--- config.mk ---
export PLATFORM = sky130hd
export DESIGN_NAME = hevc_mac_accumulate_flat
export DESIGN_NICKNAME = d
export VERILOG_FILES = /design/src/rtl/hevc_mac_accumulate_if.sv /design/src/rtl/hevc_mac_accumulate.sv /design/src/flat_wrapper.sv
export SDC_FILE = /design/constraint.sdc
export NUM_CORES = 1
export LEC_CHECK = 0
export BUFFER_PORTS_ARGS = -buffer_cell sky130_fd_sc_hd__buf_2
export CORE_MARGIN = 2
export CORE_UTILIZATION = 55
export DETAILED_ROUTE_END_ITERATION = 8
export GPL_TIMING_DRIVEN = 0
export MAX_ROUTING_LAYER = met4
export PLACE_DENSITY = 0.76
export SLEW_MARGIN = 30
export SYNTH_ARGS = -nofsm -noshare
export SYNTH_HDL_FRONTEND = slang
export SYNTH_SLANG_ARGS = --single-unit
--- constraint.sdc ---
create_clock -name clk -period 9.9 [get_ports clk]
set_clock_uncertainty 0.2 [all_clocks]
set_input_delay 1.485 -clock clk [delete_from_list [all_inputs] [get_ports clk]]
set_output_delay 1.485 -clock clk [all_outputs]
set_load 0.01 [all_outputs]
--- src/rtl/hevc_mac_accumulate_if.sv ---
// FIFO bank interfaces used by hevc_mac_accumulate.
//
// read_interface : a bank of FLUX first-word-fall-through FIFOs feeding an actor.
//   dout[i]  word at the head of FIFO i, {tag, data}; valid while empty[i] == 0
//   empty[i] FIFO i holds no word
//   read[i]  pop FIFO i at the next rising edge
// write_interface : a bank of FLUX FIFOs fed by an actor through one shared write port.
//   din      {tag, data}; the tag field selects the destination FIFO
//   full[i]  FIFO i cannot accept a word
//   write    push din at the next rising edge
//
// Modports: actor = the dataflow actor side, fifo = the FIFO bank side.

interface read_interface #(
  parameter int unsigned FLUX       = 2,
  parameter int unsigned DATA_WIDTH = 17
);
  logic [FLUX-1:0][DATA_WIDTH-1:0] dout;
  logic [FLUX-1:0]                 empty;
  logic [FLUX-1:0]                 read;

  modport actor (input dout, input empty, output read);
  modport fifo  (output dout, output empty, input read);
endinterface

interface write_interface #(
  parameter int unsigned FLUX       = 2,
  parameter int unsigned DATA_WIDTH = 28
);
  logic [DATA_WIDTH-1:0] din;
  logic [FLUX-1:0]       full;
  logic                  write;

  modport actor (output din, input full, output write);
  modport fifo  (input din, output full, input write);
endinterface

--- src/rtl/hevc_mac_accumulate.sv ---
// Multi-flux multiply-accumulate actor feeding the HEVC 12-bit rounding shifter.
//
// For one flux at a time it pops TAPS (residue, coefficient) pairs, sums their signed
// products on top of a rounding offset of 1 << (SHIFT_NUM-1), and emits one tagged sum so
// that the downstream arithmetic shift by SHIFT_NUM rounds to nearest.
//
// Ports:
//   clk                 rising-edge clock
//   rst_n               asynchronous active-low reset
//   read_port_in_src    residue FIFO bank, dout[i] = {tag, signed residue}
//   read_port_in_coef   coefficient FIFO bank, dout[i] = {tag, signed coefficient}
//   write_port_out_pel  output FIFO bank, din = {tag, signed sum}

module hevc_mac_accumulate #(
  parameter int unsigned FLUX            = 2,
  parameter int unsigned TAG_WIDTH       = (FLUX > 1) ? $clog2(FLUX) : 1,
  parameter int unsigned TAPS            = 4,
  parameter int unsigned SRC_DATA_WIDTH  = 16,
  parameter int unsigned COEF_DATA_WIDTH = 8,
  parameter int unsigned OUT_DATA_WIDTH  = 27,
  parameter int unsigned SHIFT_NUM       = 12
) (
  input  logic    clk,
  input  logic    rst_n,
  read_interface.actor  read_port_in_src,
  read_interface.actor  read_port_in_coef,
  write_interface.actor write_port_out_pel
);

  localparam int unsigned CntWidth  = (TAPS > 2) ? $clog2(TAPS) : 1;
  localparam int unsigned ProdWidth = SRC_DATA_WIDTH + COEF_DATA_WIDTH;
  localparam logic [OUT_DATA_WIDTH-1:0] Round = OUT_DATA_WIDTH'(1) << (SHIFT_NUM - 1);
  localparam logic [CntWidth-1:0]       LastCnt = CntWidth'(TAPS - 1);

  typedef enum logic [1:0] {StIdle, StAcc, StOut} state_e;

  state_e                      state_q, state_d;
  logic [TAG_WIDTH-1:0]        tag_q, tag_d;
  logic [CntWidth-1:0]         cnt_q, cnt_d;
  logic [OUT_DATA_WIDTH-1:0]   acc_q, acc_d;

  logic [FLUX-1:0]             pair_ready;
  logic                        any_ready;
  logic [TAG_WIDTH-1:0]        tag_sel;
  logic [TAG_WIDTH+SRC_DATA_WIDTH-1:0]  src_word;
  logic [TAG_WIDTH+COEF_DATA_WIDTH-1:0] coef_word;
  logic signed [SRC_DATA_WIDTH-1:0]     src_data;
  logic signed [COEF_DATA_WIDTH-1:0]    coef_data;
  logic signed [ProdWidth-1:0]          prod;
  logic signed [OUT_DATA_WIDTH-1:0]     prod_ext;
  logic                        pop;

  // A flux is eligible only when both operands of its next pair are present.
  assign pair_ready = ~read_port_in_src.empty & ~read_port_in_coef.empty;
  assign any_ready  = |pair_ready;

  // Fixed priority: the lowest ready index wins.
  always_comb begin
    tag_sel = '0;
    for (int i = FLUX - 1; i >= 0; i--) begin
      if (pair_ready[i]) tag_sel = TAG_WIDTH'(i);
    end
  end

  // The tag fields of the input words are not needed: the FIFO index already names the flux.
  assign src_word  = read_port_in_src.dout[tag_q];
  assign coef_word = read_port_in_coef.dout[tag_q];
  assign src_data  = src_word[SRC_DATA_WIDTH-1:0];
  assign coef_data = coef_word[COEF_DATA_WIDTH-1:0];
  assign prod      = src_data * coef_data;
  assign prod_ext  = OUT_DATA_WIDTH'(prod);

  logic unused_dout;
  assign unused_dout = ^{read_port_in_src.dout, read_port_in_coef.dout};

  assign pop = (state_q == StAcc) && pair_ready[tag_q];

  always_comb begin
    state_d = state_q;
    tag_d   = tag_q;
    cnt_d   = cnt_q;
    acc_d   = acc_q;

    read_port_in_src.read    = '0;
    read_port_in_coef.read   = '0;
    write_port_out_pel.write = 1'b0;
    write_port_out_pel.din   = {tag_q, acc_q};

    unique case (state_q)
      StIdle: begin
        // Selection cycle only; popping starts in StAcc.
        if (any_ready) begin
          tag_d   = tag_sel;
          cnt_d   = '0;
          acc_d   = Round;
          state_d = StAcc;
        end
      end
      StAcc: begin
        if (pop) begin
          read_port_in_src.read[tag_q]  = 1'b1;
          read_port_in_coef.read[tag_q] = 1'b1;
          acc_d = acc_q + prod_ext;
          cnt_d = cnt_q + CntWidth'(1);
          if (cnt_q == LastCnt) state_d = StOut;
        end
      end
      StOut: begin
        if (!write_port_out_pel.full[tag_q]) begin
          write_port_out_pel.write = 1'b1;
          state_d = StIdle;
        end
      end
      default: state_d = StIdle;
    endcase
  end

  always_ff @(posedge clk or negedge rst_n) begin
    if (!rst_n) begin
      state_q <= StIdle;
      tag_q   <= '0;
      cnt_q   <= '0;
      acc_q   <= '0;
    end else begin
      state_q <= state_d;
      tag_q   <= tag_d;
      cnt_q   <= cnt_d;
      acc_q   <= acc_d;
    end
  end

endmodule

--- src/flat_wrapper.sv ---
// flat-port wrapper written by rule: the top's interface ports become plain ports
module hevc_mac_accumulate_flat 
#(
  parameter int unsigned FLUX            = 2,
  parameter int unsigned TAG_WIDTH       = (FLUX > 1) ? $clog2(FLUX) : 1,
  parameter int unsigned TAPS            = 4,
  parameter int unsigned SRC_DATA_WIDTH  = 16,
  parameter int unsigned COEF_DATA_WIDTH = 8,
  parameter int unsigned OUT_DATA_WIDTH  = 27,
  parameter int unsigned SHIFT_NUM       = 12
)
  (clk, rst_n, read_port_in_src_dout, read_port_in_src_empty, read_port_in_src_read, read_port_in_coef_dout, read_port_in_coef_empty, read_port_in_coef_read, write_port_out_pel_din, write_port_out_pel_full, write_port_out_pel_write);
  read_interface #(.FLUX(FLUX), .DATA_WIDTH((1) + (16))) read_port_in_src_i ();
  read_interface #(.FLUX(FLUX), .DATA_WIDTH((1) + (8))) read_port_in_coef_i ();
  write_interface #(.FLUX(FLUX), .DATA_WIDTH((1) + (27))) write_port_out_pel_i ();
  input  logic clk;
  input  logic rst_n;
  input wire logic [$bits(read_port_in_src_i.dout)-1:0] read_port_in_src_dout;
  input wire logic [$bits(read_port_in_src_i.empty)-1:0] read_port_in_src_empty;
  output wire logic [$bits(read_port_in_src_i.read)-1:0] read_port_in_src_read;
  input wire logic [$bits(read_port_in_coef_i.dout)-1:0] read_port_in_coef_dout;
  input wire logic [$bits(read_port_in_coef_i.empty)-1:0] read_port_in_coef_empty;
  output wire logic [$bits(read_port_in_coef_i.read)-1:0] read_port_in_coef_read;
  output wire logic [$bits(write_port_out_pel_i.din)-1:0] write_port_out_pel_din;
  input wire logic [$bits(write_port_out_pel_i.full)-1:0] write_port_out_pel_full;
  output wire logic [$bits(write_port_out_pel_i.write)-1:0] write_port_out_pel_write;
  assign read_port_in_src_i.dout = read_port_in_src_dout;
  assign read_port_in_src_i.empty = read_port_in_src_empty;
  assign read_port_in_src_read = read_port_in_src_i.read;
  assign read_port_in_coef_i.dout = read_port_in_coef_dout;
  assign read_port_in_coef_i.empty = read_port_in_coef_empty;
  assign read_port_in_coef_read = read_port_in_coef_i.read;
  assign write_port_out_pel_din = write_port_out_pel_i.din;
  assign write_port_out_pel_i.full = write_port_out_pel_full;
  assign write_port_out_pel_write = write_port_out_pel_i.write;
  hevc_mac_accumulate #(.FLUX(FLUX), .TAG_WIDTH(TAG_WIDTH), .TAPS(TAPS), .SRC_DATA_WIDTH(SRC_DATA_WIDTH), .COEF_DATA_WIDTH(COEF_DATA_WIDTH), .OUT_DATA_WIDTH(OUT_DATA_WIDTH), .SHIFT_NUM(SHIFT_NUM)) u_core (.clk(clk), .rst_n(rst_n), .read_port_in_src(read_port_in_src_i), .read_port_in_coef(read_port_in_coef_i), .write_port_out_pel(write_port_out_pel_i));
endmodule
==> qor.csv <==
stage,metric,value,unit
logic_synthesis,synth_warnings,0,
logic_synthesis,synth_seq_cells,32,
critical_path,startpoint_type,flip-flop,
global_routing,grt_antenna_before_repair,0,
placement,place_congestion,0.914,
clock_network,cts_buffers,5,
final_layout,antenna_cells,0,
critical_path,path_common_cell,fa_1,
timing,finalSetupTns,0,ps
clock_network,clockBufferDepth,2,
logic_synthesis,syn-mean-instance-area,8.67,sq um
clock_network,cts_resized,0,
placement,pre_cts_ws,670,ps
logic_synthesis,synth_nets,1061,
global_routing,grt_util_all_layers,0.257,
detailed_routing,wl_met3,618,microns
final_layout,drive_gt1_frac,0.134,
clock_network,post_cts_buffers,0,
min_path,hp-start,u_core.acc_q[7],
final_layout,final_cell_mix,"inv_1 (141), nor2_1 (107), fa_1 (104)",
logic_synthesis,ys_types,54,
timing,rsz0062_at_grt,no,
global_routing,grt_max_degree,33,
clock_network,ctsRootBufferMaster,clkbuf_16,
detailed_routing,viasPerCell,5.45,
final_layout,finalNetCount,1156,
timing,tightestPinTransition,904,ps
die,fp.dieArea,13900,sq um
detailed_routing,wl_met1,7330,microns
timing,period_share,0.921,
timing,finalHoldViolCount,0,
detailed_routing,drt-wirelength-per-cell,15.2,microns
clock_network,clock_sinks,32,
critical_path,cp-end-kind,flip-flop,
clock_network,clk_pin_slew_worst_paths,50,ps
global_routing,first_global_vias,6098,
final_layout,final_common_cell,inv_1,
run,maxCapViolations,0,
detailed_routing,wirelength,16600,microns
detailed_routing,drtIter0Drc,213,
timing,slew_violations,0,
timing,min_period,9120,ps
critical_path,cp.arrival,9100,ps
timing,fmax,110,MHz
logic_synthesis,synth_area_leaders,"fa_1 (29%), ha_1 (13%), dfrtp_1 (11%), inv_1 (7.4%), nor2_1 (5.7%)",
critical_path,worstSetupPathType,reg2reg,
critical_path,critical_path_peak_fanout,10,
logic_synthesis,yosysSeqAreaShare,0.112,
die,core_area,12700,sq um
timing,setup_ws,779,ps
placement,placement.io_buffers,88,
clock_network,hold_buffers,0,
die,start_util,0.564,
clock_network,cts_tree,built,
min_path,worst_hold_path_type,reg2reg,
logic_synthesis,synthFlopType,dfrtp_1,
detailed_routing,dr_wl_met2,8300,microns
global_routing,grt_overflow,0,
global_routing,grt_first_pass_wirelength,28400,microns
die,die_y,118,microns
detailed_routing,drt-pass1-iter-count,4,
critical_path,cpPeakStageDelay,750,ps
logic_synthesis,synth-async-reset-ratio,1.00,
timing,setup_viol,0,
clock_network,htree_num_levels,2,
critical_path,slowest_stage,buf_1,
logic_synthesis,synthCells,824,
final_layout,fill_cells,1170,
detailed_routing,via_count,5949,
die,row_count,41,
final_layout,area_growth,11.6,%
critical_path,required,9870,ps
clock_network,worstSkewPairLatency,280,ps
detailed_routing,routed.top_layer,met4,
logic_synthesis,syn_area,7140,sq um
die,ios,93,
die,fp.dieW,118,microns
timing,slew_headroom,0.380,
critical_path,r2r-start,u_core.tag_q,
detailed_routing,ant_nets,0,
critical_path,cp-startpoint,u_core.tag_q,
placement,dp_hpwl,13800,microns
logic_synthesis,synth_top_cell_by_area,fa_1,
run_status,status,finished clean,
logic_synthesis,synth_edf_count,0,
detailed_routing,drc,0,
logic_synthesis,yosysTopAreaCellShare,0.291,
-- worst max-delay path: cells and delay by family, from the launching register on --
kind / cells / cell delay (ps)
simple gates: 5 / 870
buf+inv: 5 / 1690
compound gates: 13 / 2370
fa+ha+maj: 6 / 2890
mux: 1 / 480
xor+xnor: 1 / 100
flops: 1 / 390
-- routing by layer --
metal / GRT usage / vias up
li1: - / 2867
met2: 0.431 / 112
met4: 0.0648 / 0
met3: 0.0329 / 29
met1: 0.332 / 2941
met5: - / -
-- synthesized netlist by cell type (2+ instances only) --
cell type / count
mux2i_1: 26
o31ai_2: 2
nand2b_1: 15
a21o_1: 20
and4_1: 4
a211oi_1: 7
nand2_1: 45
and2_1: 3
nor2_1: 108
mux2_2: 5
o21a_1: 9
nor3_1: 8
o21bai_1: 6
or3_1: 7
ha_1: 73
o211ai_1: 2
or2_2: 13
xnor2_1: 22
a31o_2: 3
fa_1: 104
clkbuf_1: 16
a32o_1: 4
o41ai_1: 2
o31ai_1: 2
buf_4: 3
nand3_1: 8
buf_1: 3
a21oi_1: 37
a2111o_1: 2
o21ai_0: 31
nand3b_1: 2
a22o_1: 3
dfrtp_1: 32
inv_1: 141
o31a_1: 2
nor2b_1: 16
xor2_1: 18
and3_1: 4
-- layout make-up --
type                    count  area (sq um)  area share
clock inverters             2          35.0     0.00440
flip-flops and latches     32           801       0.100
repair buffers             88           440      0.0553
inverters                 141           529      0.0664
plain buffers              22          93.8      0.0118
well taps                 172           215      0.0270
clock buffers               6           129      0.0162
multi-input cells         629          5730       0.719
-- worst paths after layout --
check	cells after the start	slack [ps]	end
min in group asynchronous	1	1060	u_core.acc_q[24]
hold / removal	2	310	u_core.acc_q[7]
max in group asynchronous	1	7940	u_core.acc_q[6]
hold reg to reg	2	310	u_core.acc_q[7]
setup / recovery	31	780	u_core.acc_q[26]
setup reg to reg	31	780	u_core.acc_q[26]
-- through the flow --
stage | cell area [sq um] | utilization | hold slack [ps] | instances
after floorplan | 7140 | - | 268 | 824
after global placement | 7800 | 0.616 | 293 | 1084
after detailed placement | 7800 | 0.616 | 304 | 1084
after CTS | 7960 | 0.629 | 317 | 1092
after global routing | 7970 | 0.629 | 337 | 1092
final | 7970 | 0.629 | 306 | 1092
-- cells by family after synthesis --
family / share of synthesized area
XOR/XNOR: 0.0490
AO/OA/AOI/OAI: 0.134
flip-flops: 0.112
adder cells (fa/ha/maj): 0.419
AND/OR/NAND/NOR: 0.154
multiplexers: 0.0443
buffers and inverters: 0.0872
-- state kept, by name, indices dropped and copies added (netlist names) --
| register | count |
|---|---|
| u_core.acc_q | 27 |
| u_core.cnt_q | 2 |
| u_core.state_q | 2 |
| u_core.tag_q | 1 |
Power is left out: the tool's default activity adds up to more than one toggle a clock period on the data nets, which glitch-free logic cannot reach.
